**src/rtl/uart_tx_pkg.sv**
```systemverilog
// Shared definitions for the configuration-link UART: parameter ordering,
// bit timing common to transmitter and receiver, and transmitter states.
package uart_tx_pkg;

    // Order of the configuration parameters inside a frame array.
    typedef enum logic [2:0] {
        CONF_REF_GEN     = 3'd0,
        CONF_PHASE_SHIFT = 3'd1,
        CONF_OCD_LVL     = 3'd2,
        CONF_INTER_FREQ  = 3'd3,
        CONF_INTER_DUTY  = 3'd4
    } conf_par_t;

    // Highest parameter index; frames are sent from this index down to 0.
    localparam int CONF_PAR_4 = int'(CONF_INTER_DUTY);
    localparam int PAR_IDX_W  = 3;

    // Bit timing shared with the receiver: one bit lasts UART_BIT_CNT_MAX+1 clocks.
    localparam int UART_BIT_CNT_MAX      = 32'sd104;
    localparam int UART_DATA_BIT_CNT_MAX = 32'sd7;
    localparam int UART_CONF_PAR_MAX     = 32'sd255;

    // Transmitter states, kept as plain constants for compatibility with older code.
    localparam logic [1:0] TX_IDLE  = 2'd0;
    localparam logic [1:0] TX_START = 2'd1;
    localparam logic [1:0] TX_DATA  = 2'd2;
    localparam logic [1:0] TX_STOP  = 2'd3;

    // Number of bits needed to hold a non-negative value (at least 1).
    function automatic int width(input int value);
        int w;
        w = 32'sd1;
        for (int i = 32'sd1; i < 32'sd31; i++) begin
            if ((value >> i) != 32'sd0) begin
                w = i + 32'sd1;
            end else begin
                w = w;
            end
        end
        return w;
    endfunction

endpackage

```
**src/rtl/uart_tx_baud_timer.sv**
```systemverilog
// Reloadable bit-period down-counter. `load` restarts the period; `tick`
// is high while the count sits at zero, i.e. in the last cycle of a period.
module baud_timer
    import uart_tx_pkg::*;
#(
    parameter int CNT_MAX = UART_BIT_CNT_MAX
) (
    input  logic clk,
    input  logic rst,
    input  logic load,
    output logic tick
);

    localparam int CW = width(CNT_MAX);

    logic [CW-1:0] count_r;

    // Reload on request, otherwise count down to zero and hold there.
    always_ff @(posedge clk) begin
        if (rst) begin
            count_r <= {CW{1'b0}};
        end else if (load) begin
            count_r <= CW'(CNT_MAX);
        end else if (count_r != {CW{1'b0}}) begin
            count_r <= count_r - CW'(1'b1);
        end else begin
            count_r <= count_r;
        end
    end

    assign tick = (count_r == {CW{1'b0}});

endmodule

```
**src/rtl/uart_tx.sv**
```systemverilog
// 8N1 transmitter for the configuration frame. On `start` the parameter
// array is captured, then sent as characters par[4] .. par[0], LSB first,
// with no idle gap between characters. All outputs are registered.
module uart_tx
    import uart_tx_pkg::*;
#(
    parameter int BIT_CNT_MAX      = UART_BIT_CNT_MAX,
    parameter int DATA_BIT_CNT_MAX = UART_DATA_BIT_CNT_MAX,
    parameter int CONF_PAR_MAX     = UART_CONF_PAR_MAX
) (
    input  logic                            clk,
    input  logic                            rst,
    input  logic                            start,
    input  logic [width(CONF_PAR_MAX)-1:0]  par [0:CONF_PAR_4],
    output logic                            uart_data,
    output logic                            busy,
    output logic                            done
);

    localparam int DW = width(CONF_PAR_MAX);
    localparam int BW = width(DATA_BIT_CNT_MAX);

    logic [1:0]           state_r;
    logic [PAR_IDX_W-1:0] par_idx_r;
    logic [BW-1:0]        bit_idx_r;
    logic [DW-1:0]        snap_r [0:CONF_PAR_4];
    logic                 uart_data_r;
    logic                 busy_r;
    logic                 done_r;

    logic                 tick_s;
    logic                 load_s;
    logic [BW-1:0]        bit_nxt_s;
    logic [DW-1:0]        cur_byte_s;

    baud_timer #(
        .CNT_MAX (BIT_CNT_MAX)
    ) u_baud_timer (
        .clk  (clk),
        .rst  (rst),
        .load (load_s),
        .tick (tick_s)
    );

    // Restart the bit period on frame acceptance and at every bit boundary.
    always_comb begin
        load_s     = 1'b0;
        bit_nxt_s  = bit_idx_r + BW'(1'b1);
        cur_byte_s = snap_r[par_idx_r];
        case (state_r)
            TX_IDLE: begin
                if (start) begin
                    load_s = 1'b1;
                end else begin
                    load_s = 1'b0;
                end
            end
            TX_START, TX_DATA, TX_STOP: begin
                if (tick_s) begin
                    load_s = 1'b1;
                end else begin
                    load_s = 1'b0;
                end
            end
            default: begin
                load_s = 1'b0;
            end
        endcase
    end

    // Frame sequencer: snapshot, start bit, data bits, stop bit, next character.
    always_ff @(posedge clk) begin
        if (rst) begin
            state_r     <= TX_IDLE;
            par_idx_r   <= {PAR_IDX_W{1'b0}};
            bit_idx_r   <= {BW{1'b0}};
            snap_r      <= '{default: {DW{1'b0}}};
            uart_data_r <= 1'b1;
            busy_r      <= 1'b0;
            done_r      <= 1'b0;
        end else begin
            done_r <= 1'b0;
            case (state_r)
                TX_IDLE: begin
                    if (start) begin
                        // Capture the whole array so mid-frame updates cannot tear it.
                        snap_r      <= par;
                        par_idx_r   <= PAR_IDX_W'(CONF_PAR_4);
                        state_r     <= TX_START;
                        busy_r      <= 1'b1;
                        uart_data_r <= 1'b0;
                    end else begin
                        uart_data_r <= 1'b1;
                        busy_r      <= 1'b0;
                    end
                end
                TX_START: begin
                    if (tick_s) begin
                        state_r     <= TX_DATA;
                        bit_idx_r   <= {BW{1'b0}};
                        uart_data_r <= cur_byte_s[{BW{1'b0}}];
                    end else begin
                        uart_data_r <= 1'b0;
                    end
                end
                TX_DATA: begin
                    if (tick_s) begin
                        if (bit_idx_r == BW'(DATA_BIT_CNT_MAX)) begin
                            state_r     <= TX_STOP;
                            uart_data_r <= 1'b1;
                        end else begin
                            bit_idx_r   <= bit_nxt_s;
                            uart_data_r <= cur_byte_s[bit_nxt_s];
                        end
                    end else begin
                        uart_data_r <= uart_data_r;
                    end
                end
                TX_STOP: begin
                    if (tick_s) begin
                        if (par_idx_r != {PAR_IDX_W{1'b0}}) begin
                            // Next character follows immediately, no idle gap.
                            par_idx_r   <= par_idx_r - PAR_IDX_W'(1'b1);
                            state_r     <= TX_START;
                            uart_data_r <= 1'b0;
                        end else begin
                            state_r     <= TX_IDLE;
                            busy_r      <= 1'b0;
                            done_r      <= 1'b1;
                            uart_data_r <= 1'b1;
                        end
                    end else begin
                        uart_data_r <= 1'b1;
                    end
                end
                default: begin
                    state_r     <= TX_IDLE;
                    busy_r      <= 1'b0;
                    uart_data_r <= 1'b1;
                end
            endcase
        end
    end

    assign uart_data = uart_data_r;
    assign busy      = busy_r;
    assign done      = done_r;

endmodule

```
**config.mk**
```make
export PLATFORM = sky130hd
export DESIGN_NAME = uart_tx
export DESIGN_NICKNAME = d
export VERILOG_FILES = /design/src/rtl/uart_tx_pkg.sv /design/src/rtl/uart_tx_baud_timer.sv /design/src/rtl/uart_tx.sv
export SDC_FILE = /design/constraint.sdc
export NUM_CORES = 1
export LEC_CHECK = 0
export CORE_ASPECT_RATIO = 0.9
export CORE_MARGIN = 8
export CORE_UTILIZATION = 59
export CTS_BUF_LIST = sky130_fd_sc_hd__clkbuf_4
export DETAILED_ROUTE_END_ITERATION = 8
export PLACE_DENSITY_LB_ADDON = 0.15
export SLEW_MARGIN = 20
export SYNTH_ARGS = -nofsm -noshare
export SYNTH_HDL_FRONTEND = slang
export SYNTH_SLANG_ARGS = --single-unit
```
**constraint.sdc**
```tcl
create_clock -name clk -period 6.9 [get_ports clk]
set_input_delay 1.035 -clock clk [delete_from_list [all_inputs] [get_ports clk]]
set_output_delay 1.035 -clock clk [all_outputs]
set_load 0.01 [all_outputs]
```
==> results.ini <==
[place]
place_congestion = 0.824
port-buffer-count = 45
hpwl_mm = 4.27

[timing]
setup_viol = 0
worst_pin_slew_ps = 988
period_share_pct = 35.9
post-route-min-period_ps = 2480
skew_ps = 14.1
rsz0062_at_grt = false
drv_slew = 0
fmax_mhz = 403
slew_headroom_pct = 34.1
tns_ps = 0
finalHoldViolations = 0

[setup_path]
path_depth = 7
worstPathArrival_ps = 2770
path_buf_inv = 1
critical_path.endpoint_type = flop
critical_path.top_delay_family = simple AND/OR/NAND/NOR gates
worstSetupStartpointType = flop
r2r-end = uart_data
path_cells = inv_1, ha_1, or4b_4, or3_1, a211o_1, o41ai_2, nand3_1
cp_slowest_cell = or4b_4
startpoint = u_baud_timer.count_r[0]
crit_type = reg -> reg
max_stage_delay_ps = 500
worst-r2r-setup-slack_ps = 4420
rr_startpoint = u_baud_timer.count_r[0]
required_ps = 7190
critPathMaxFanout = 10
rr_worst_depth = 7
crit_end = uart_data

[logic_synthesis]
synth_cell_types = 46
synth_edf_count = 0
synth_cells = 330
synth_area_leaders = dfxtp_1 (43%), nand2_1 (12%), a21oi_1 (9.2%)
synth_warnings = 0
syn_nets = 382
yosys.area.top_type = dfxtp_1
ys.flop_type = dfxtp_1
ys_seq_elements = 58
synthArstFlopShare_pct = 0
syn_area_um2 = 2730
netlist.area_leader.share_pct = 42.6
yosysSeqAreaShare_pct = 42.6
avgSynthCellArea_um2 = 8.26
yosys-top-cells-count = nand2_1 (88), dfxtp_1 (58), a21oi_1 (50)
yosysMostFrequentCell = nand2_1

[routing]
drtIter0Drc = 159
detail_route.wirelength_mm = 6.12
ant_nets = 0
via_count = 2402
drc_errors = 0
vias_per_cell = 5.56
drt_pass1_iterations = 4
post_drt_wl_per_cell_um = 14.2

[clock_tree]
cts_tree = built
cts_buffers = 9
htree_levels = 3
clock_latency_ps = 400
post_cts_buffers = 0
ctsResizeCount = 0
clock-sinks = 58
ctsHoldBuffers = 0
clk_pin_slew_worst_paths_ps = 100
root_buffer = clkbuf_4
cts_buffer_depth = 2

[die]
initial_core_util_pct = 61.1
fp.dieW_um = 87.6
io_pins = 46
die-area_um2 = 7050
die_y_um = 80.5
fp-row-count = 23
core_um2 = 4460

[grt]
grt_usage_pct = 19.1
antenna_found_initial = 0
grt.overflow.total = 0
grt_pass1_vias = 2385
grt_max_degree = 58
grt_pass1_wl_mm = 10.6

[layout]
n_antenna_cell = 0
drive_gt1_share_pct = 8.92
synthToLayoutAreaGrowth_pct = 22.1
final_core_util_pct = 74.6
final_nets = 417

[power_and_ir_drop]
total_power_uw = 1250
vdd_drop_max_uv = 187
leakagePower_uw = 0.00124
power_density_nw_per_um2 = 375

[job]
drv_cap = 0

[hold_path]
min_path_cells = 2
min_path_type = reg -> reg

[outcome]
outcome = complete, no violations

-- cells by family after synthesis --
kind of cell / count (synthesis) / synth area share [%]
compound gates: 81 / 17.6
xor+xnor: 3 / 0.964
fa+ha+maj: 9 / 4.13
buf+inv: 32 / 4.73
flops: 58 / 42.6
mux: 12 / 7.76
simple gates: 135 / 22.2
-- area by class of cell --
type / count / area, µm²
multi-input cells: 240 / 1440
fillers: 348 / 1130
clock inverters: 6 / 81.3
repair buffers: 48 / 468
flip-flops and latches: 58 / 1160
clock buffers: 10 / 75.1
inverters: 8 / 30.0
well taps: 62 / 77.6
-- registers in the layout, indices dropped and copies added, names as in the netlist --
signal / count
u_baud_timer.count_r: 7
bit_idx_r: 3
snap_r: 40
busy: 1
done: 1
par_idx_r: 3
uart_data: 1
state_r: 2
-- worst min path at each step --
stage | from | end | slack, ps
after floorplan | snap_r[33] | snap_r[33] | 430
after global placement | snap_r[9] | snap_r[9] | 440
after detailed placement | snap_r[13] | snap_r[13] | 450
after CTS | snap_r[9] | snap_r[9] | 460
after global routing | snap_r[6] | snap_r[6] | 480
final | snap_r[38] | snap_r[38] | 460
-- cells in the final DEF, fill, tap and decap left out, types with 3 or more instances in the layout --
| cell | netlist | final |
|---|---|---|
| buf_4 | 0 | 3 |
| nand2_1 | 88 | 88 |
| nor2b_1 | 4 | 4 |
| a21oi_1 | 50 | 50 |
| nand2b_1 | 4 | 4 |
| dfxtp_1 | 58 | 58 |
| ha_1 | 9 | 9 |
| clkdlybuf4s50_1 | 0 | 44 |
| inv_1 | 8 | 8 |
| mux2_2 | 3 | 3 |
| clkbuf_4 | 0 | 10 |
| o21ai_0 | 5 | 5 |
| a31oi_1 | 6 | 6 |
| nor2_1 | 12 | 12 |
| xnor2_1 | 3 | 3 |
| mux4_2 | 7 | 7 |
| nand3_1 | 4 | 4 |
| nor3_1 | 5 | 5 |
| nor4_1 | 4 | 4 |
| a211oi_1 | 3 | 3 |
| nand4_1 | 3 | 3 |
-- where the power goes --
group / total, µW / internal (µW) / leakage (µW) / switching [µW]
Clock: 271 / 149 / 0.0000838 / 123
Combinational: 485 / 219 / 0.000684 / 266
Sequential: 491 / 413 / 0.000477 / 78.5
Total: 1250 / 780 / 0.00124 / 467
-- stage by stage --
stage	hold WS, ps	area, µm²	worst slack (ps)	std cells
3_3_place_gp	440	3170	4280	416
2_1_floorplan	432	2730	4600	330
3_5_place_dp	447	3170	4210	416
5_1_grt	479	3330	4260	432
4_1_cts	460	3330	4400	432
6_report	458	3330	4420	432
-- worst register-to-register path: cells and delay by family, from the launching register on --
kind | cells | cell delay, ps
AO/OA/AOI/OAI | 2 | 660
adder cells (fa/ha/maj) | 1 | 210
buffers and inverters | 1 | 100
flip-flops | 1 | 320
AND/OR/NAND/NOR | 3 | 1090
-- metal layers --
layer	GRT usage (%)	vias to the layer above	routed length, µm
met5	0	-	0
met4	7.72	0	63
met3	6.42	6	280
met2	31.1	48	3020
met1	22.5	1127	2760
li1	-	1221	-
No activity file was read; power rests on OpenSTA's default activity.
==> edit 1: new RTL, config.mk and constraints unchanged <==
Make the reset (`rst`) asynchronous in 2 clocked blocks.
--- a/src/rtl/uart_tx_baud_timer.sv
+++ b/src/rtl/uart_tx_baud_timer.sv
@@ -16,7 +16,7 @@
     logic [CW-1:0] count_r;
 
     // Reload on request, otherwise count down to zero and hold there.
-    always_ff @(posedge clk) begin
+    always_ff @(posedge clk or posedge rst) begin
         if (rst) begin
             count_r <= {CW{1'b0}};
         end else if (load) begin
--- a/src/rtl/uart_tx.sv
+++ b/src/rtl/uart_tx.sv
@@ -69,7 +69,7 @@
     end
 
     // Frame sequencer: snapshot, start bit, data bits, stop bit, next character.
-    always_ff @(posedge clk) begin
+    always_ff @(posedge clk or posedge rst) begin
         if (rst) begin
             state_r     <= TX_IDLE;
             par_idx_r   <= {PAR_IDX_W{1'b0}};
Behaviour: differs if rst is asserted again (counterexample within 4 cycles, from zero or initial values and one cycle with rst high); with rst held inactive, the same outputs for 10 cycles.
==> edit 1 against the unedited design <==
Utilization is 0.60 points lower; sequential power up 26%; wire length decreased by 5.2%; area after synthesis rose by 6.9%; worst setup slack got worse by 0.33 ns; sequential cell count unchanged; total power increased by 16%; count of clock-buffer cells in the layout stayed put; final area is 6.8% higher; critical path type is now in -> reg.
==> edit 1: results (changes against the unedited design) <==
stage,metric,value,unit,change
outcome,status,"complete, no violations",,unchanged
finish,drive_above_1_share,0.233,,was 0.0892
synthesis,ys_top_cells_by_count,"dfrtp_1 (57), mux2_2 (44), o21ai_0 (14), nand2_1 (13), inv_1 (12)",,"was nand2_1 (88), dfxtp_1 (58), a21oi_1 (50), clkbuf_1 (20), nor2_1 (12)"
timing,period_needed,2.81,ns,was 2.48 ns
timing,fin_skew,0.0119,ns,was 0.0141 ns
synthesis,synth_nets,296,,was 382
grt,grt_pass1_wl,9960,um,was 10600 um
cts,cts_resized,0,,unchanged
routing,first_iter_violations,131,,was 159
min_path,hold_class,reg -> reg,,unchanged
grt,grt-ovfl-total,0,,unchanged
routing,wl_per_cell,16.2,um,was 14.2 um
placed_design,placed_cell_area,3400,um^2,was 3170 um^2
synthesis,synth_ff_type,dfrtp_1,,was dfxtp_1
pwr,peakVddDrop,0.228,mV,was 0.187 mV
pwr,power_leakage,1.47,nW,was 1.24 nW
synthesis,synth_compound_area_frac,0.105,,was 0.176
min_path,hold_depth,1,,was 2
finish,diodes,0,,unchanged
critical_path,arrival,3.05,ns,was 2.77 ns
grt,grt_pass1_vias,2145,,was 2385
critical_path,regToRegSetupSlack,4.41,ns,was 4.42 ns
placed_design,post-place-ws,3.68,ns,was 4.21 ns
finish,num-fill-cells,354,,was 348
critical_path,critPathMaxFanout,47,,was 10
cts,clk_latency,0.40,ns,about the same
synthesis,muxShareOfSynthArea,0.226,,was 0.0776
synthesis,yosysWarnings,0,,unchanged
cts,h-tree-depth,3,,unchanged
placed_design,post-dp-hpwl,4080,um,was 4270 um
critical_path,reg2reg_depth,7,,unchanged
cts,path_clk_slew,0.09,ns,
timing,worst_pin_slew,1.04,ns,was 0.988 ns
synthesis,ys_types,47,,was 46
routing,num_vias,2066,,was 2402
grt,grt_max_degree,59,,was 58
synthesis,synthAdderAreaFrac,0.0387,,was 0.0413
finish,reg.largest.list,"snap_r x40, u_baud_timer.count_r x7",,unchanged
synthesis,synth-async-reset-ratio,1.00,,was 0
synthesis,synthXorXnorAreaFrac,0.00601,,was 0.00964
placed_design,gp_congestion,0.809,,was 0.824
synthesis,synthTopCellsByArea,"dfrtp_1 (49%), mux2_2 (17%), ha_1 (3.9%), mux4_2 (3.9%), o21ai_0 (2.4%)",,"was dfxtp_1 (43%), nand2_1 (12%), a21oi_1 (9.2%), mux4_2 (5.8%), ha_1 (4.1%)"
finish,nets,339,,was 417
grt,grt_usage,0.168,,was 0.191
synthesis,seq_area_frac_synth,0.499,,was 0.426
-- edit 1: cell families after synthesis --
| kind of cell | after synthesis |
|---|---|
| AO/OA/AOI/OAI | 45 |
| flip-flops | 58 |
| buffers and inverters | 26 |
| AND/OR/NAND/NOR | 50 |
| multiplexers | 54 |
| adder cells (fa/ha/maj) | 9 |
| XOR/XNOR | 2 |
-- edit 1: metal layers --
metal  vias to the layer above  track usage  part of all wire
li1                        989            -                 -
met1                      1015        0.208              0.45
met2                        55        0.273              0.49
met3                         7       0.0596             0.048
met4                         0       0.0531             0.014
met5                         -            0                 0
-- edit 1: worst paths after layout --
check | startpoint | end
max | start | par_idx_r[2]
min | snap_r[31] | snap_r[31]
max reg2reg | bit_idx_r[0] | state_r[0]
min reg2reg | snap_r[31] | snap_r[31]
max in group asynchronous | rst | u_baud_timer.count_r[1]
min in group asynchronous | rst | snap_r[28]
-- edit 1: critical path, stage by stage --
cell,delay (ns)
clkdlybuf4s50_1,0.49
nand2_2,0.79
o21ai_0,0.28
nand3_1,0.18
xor2_1,0.16
o21ai_0,0.10
-- edit 1: through the flow --
stage	hold slack, ns	std cells
floorplan	0.471	244
global placement	0.482	341
detailed placement	0.492	341
CTS	0.516	357
global route	0.520	357
finish	0.509	357
-- edit 1: final cells by class --
type	count	area (um^2)	share of cell area
multi-input combinational	160	1360	0.383
tap	65	81.3	0.0229
clock buffer	10	75.1	0.0211
clock inverter	6	81.3	0.0229
timing repair buffer	46	458	0.129
inverter	12	45.0	0.0127
sequential	58	1450	0.409
-- edit 1: report_power, final --
part           switching (mW)  leakage [nW]  internal (mW)
clock network           0.123        0.0854          0.149
registers               0.118         0.692          0.502
logic                   0.240         0.690          0.312
==> edit 2: new RTL, same flow settings <==
Made on the original files. Change the package constant `UART_DATA_BIT_CNT_MAX` from 32'sd7 to 32'sd14.
--- a/src/rtl/uart_tx_pkg.sv
+++ b/src/rtl/uart_tx_pkg.sv
@@ -17,7 +17,7 @@
 
     // Bit timing shared with the receiver: one bit lasts UART_BIT_CNT_MAX+1 clocks.
     localparam int UART_BIT_CNT_MAX      = 32'sd104;
-    localparam int UART_DATA_BIT_CNT_MAX = 32'sd7;
+    localparam int UART_DATA_BIT_CNT_MAX = 32'sd14;
     localparam int UART_CONF_PAR_MAX     = 32'sd255;
 
     // Transmitter states, kept as plain constants for compatibility with older code.
Formal check against the unedited RTL: no difference found for any inputs over 10 cycles, from zero or initial values and one cycle with rst high; that may be too few to reach the edited logic, so the function may still have changed.
==> edit 2 against the unedited design <==
Register-to-register slack worse by 0.25 ns; non-clock buffer count stayed put; area after synthesis is 1.7% higher; synthesized cell count is 2.7% higher; final cell count is 2.1% higher; final area is 0.53% lower; utilization is 0.87 points lower; worst setup slack worse by 0.52 ns; sequential cell count is 1 higher; sequential share of layout area is 0.79 points higher; wire length is 3.3% higher; total power is 12% lower; critical path type is now in -> reg; largest power group unchanged.
==> edit 2: results (changes against the unedited design) <==
stage,metric,value,unit,change
pwr,peakVddDrop,0.191,mV,was 0.187 mV
pwr,power_leakage,1.22,nW,was 1.24 nW
grt,grt_max_degree,59,,was 58
cts,clk_latency,0.40,ns,about the same
critical_path,critical_path.startpoint,start,,was u_baud_timer.count_r[0]
critical_path,r2r_end,uart_data,,unchanged
pwr,p_sw,427,uW,was 467 uW
routing,wl_per_cell,14.3,um,was 14.2 um
cts,cts_resized,0,,unchanged
timing,slew_viol_final,0,,unchanged
synthesis,ys_types,44,,was 46
critical_path,critPathMaxFanout,27,,was 10
critical_path,regToRegSetupSlack,4.17,ns,was 4.42 ns
finish,nets,427,,was 417
grt,grt_pass1_wl,11000,um,was 10600 um
critical_path,arrival,3.29,ns,was 2.77 ns
critical_path,reg2reg_depth,9,,was 7
synthesis,synth_nets,391,,was 382
routing,first_iter_violations,152,,was 159
synthesis,synthTopCellsByArea,"dfxtp_1 (43%), nand2_1 (12%), a21oi_1 (9.9%), ha_1 (4.1%), mux4_2 (4.1%)",,"was dfxtp_1 (43%), nand2_1 (12%), a21oi_1 (9.2%), mux4_2 (5.8%), ha_1 (4.1%)"
grt,grt_usage,0.197,,was 0.191
placed_design,gp_congestion,0.799,,was 0.824
finish,num-fill-cells,398,,was 348
min_path,hold_end,snap_r[34],,was snap_r[38]
finish,top_register,snap_r,,unchanged
run,max-cap-violations,0,,unchanged
grt,antenna_found_initial,0,,unchanged
finish,drive_above_1_share,0.0660,,was 0.0892
critical_path,reg2reg_from,bit_idx_r[0],,was u_baud_timer.count_r[0]
timing,fin_skew,0.00642,ns,was 0.0141 ns
cts,path_clk_slew,0.09,ns,
cts,post-cts-setup-buffers,0,,unchanged
outcome,status,"complete, no violations",,unchanged
timing,slew_headroom,0.321,,was 0.341
synthesis,synth-async-reset-ratio,0,,unchanged
cts,cts_buffers,9,,unchanged
routing,avgViaCountPerCell,5.58,,was 5.56
synthesis,seq_area_frac_synth,0.426,,about the same
synthesis,yosysWarnings,0,,unchanged
cts,cts-root-buf,clkbuf_4,,unchanged
placed_design,portBuffers,45,,unchanged
grt,grt-ovfl-total,0,,unchanged
cts,h-tree-depth,3,,unchanged
finish,reg.largest.list,"snap_r x40, u_baud_timer.count_r x7, bit_idx_r x4",,"was snap_r x40, u_baud_timer.count_r x7"
placed_design,post-dp-hpwl,4410,um,was 4270 um
critical_path,max_stage_delay,0.75,ns,was 0.50 ns
min_path,hold_depth,2,,unchanged
cts,clockBufferDepth,2,,unchanged
critical_path,cp_slowest_cell,and2_1,,was or4b_4
routing,first_pass_iters,4,,unchanged
synthesis,ys_top_cells_by_count,"nand2_1 (91), dfxtp_1 (59), a21oi_1 (55), clkbuf_1 (18), nor2_1 (17)",,"was nand2_1 (88), dfxtp_1 (58), a21oi_1 (50), clkbuf_1 (20), nor2_1 (12)"
min_path,hold_class,reg -> reg,,unchanged
min_path,hold_start,snap_r[34],,was snap_r[38]
finish,diodes,0,,unchanged
edit 2: cell count changes after synthesis, sizes merged, moves of 3 or more:
cell	before	now
a21oi	50	55
mux2i	2	6
nand2	88	91
nor2	12	17
nor2b	4	1
xor2	0	3
edit 2: cells by family (layout without fill, tap and decap cells):
kind of cell             after synthesis  count (layout)  synth area share
AO/OA/AOI/OAI                         80              80             0.164
XOR/XNOR                               8               8            0.0253
adder cells (fa/ha/maj)                9               9            0.0407
buffers and inverters                 31              71            0.0474
flip-flops                            59              59             0.426
multiplexers                          13              13            0.0759
AND/OR/NAND/NOR                      139             139             0.220
edit 2: critical path: cells and delay by family:
family / cells / cell delay [ns]
simple gates: 3 / 0.92
compound gates: 2 / 0.42
buf+inv: 2 / 0.91
edit 2: routing by layer:
| metal | global-route usage | wire (um) | vias up | share of wire |
|---|---|---|---|---|
| met5 | 0 | 0 | - | 0 |
| met4 | 0.0894 | 110 | 0 | 0.017 |
| met3 | 0.0544 | 342 | 11 | 0.054 |
| met2 | 0.337 | 3180 | 68 | 0.50 |
| met1 | 0.225 | 2690 | 1147 | 0.43 |
| li1 | - | - | 1233 | - |
edit 2: worst max path at each step:
stage                      to  slack [ns]
finish              uart_data        3.90
floorplan           uart_data        4.39
detailed placement  uart_data        3.48
global route        uart_data        3.70
CTS                 uart_data        3.92
global placement    uart_data        3.58
edit 2: area by class of cell:
cell class / count / area, um^2 / share of cell area
flip-flops and latches: 59 / 1180 / 0.357
multi-input cells: 249 / 1460 / 0.440
repair buffers: 48 / 468 / 0.141
clock buffers: 10 / 75.1 / 0.0227
well taps: 62 / 77.6 / 0.0234
inverters: 8 / 30.0 / 0.00907
clock inverters: 5 / 21.3 / 0.00642
edit 2: power by group through the flow:
stage          clock network (mW)  logic, mW  registers [mW]
2_1_floorplan                   0      0.347           0.460
3_3_place_gp                    0      0.434           0.470
3_5_place_dp                    0      0.448           0.473
4_1_cts                     0.194      0.451           0.465
5_1_grt                     0.213      0.504           0.476
6_report                    0.188      0.448           0.466
edit 2: stage by stage:
stage	util	instance area (um^2)	cells	hold slack (ns)	setup slack, ns
after detailed placement	0.716	3210	426	0.446	3.48
after global placement	0.716	3210	426	0.440	3.58
after CTS	0.737	3310	441	0.458	3.92
after global routing	0.737	3310	441	0.480	3.70
after floorplan	-	2770	339	0.432	4.39
final	0.737	3310	441	0.457	3.90
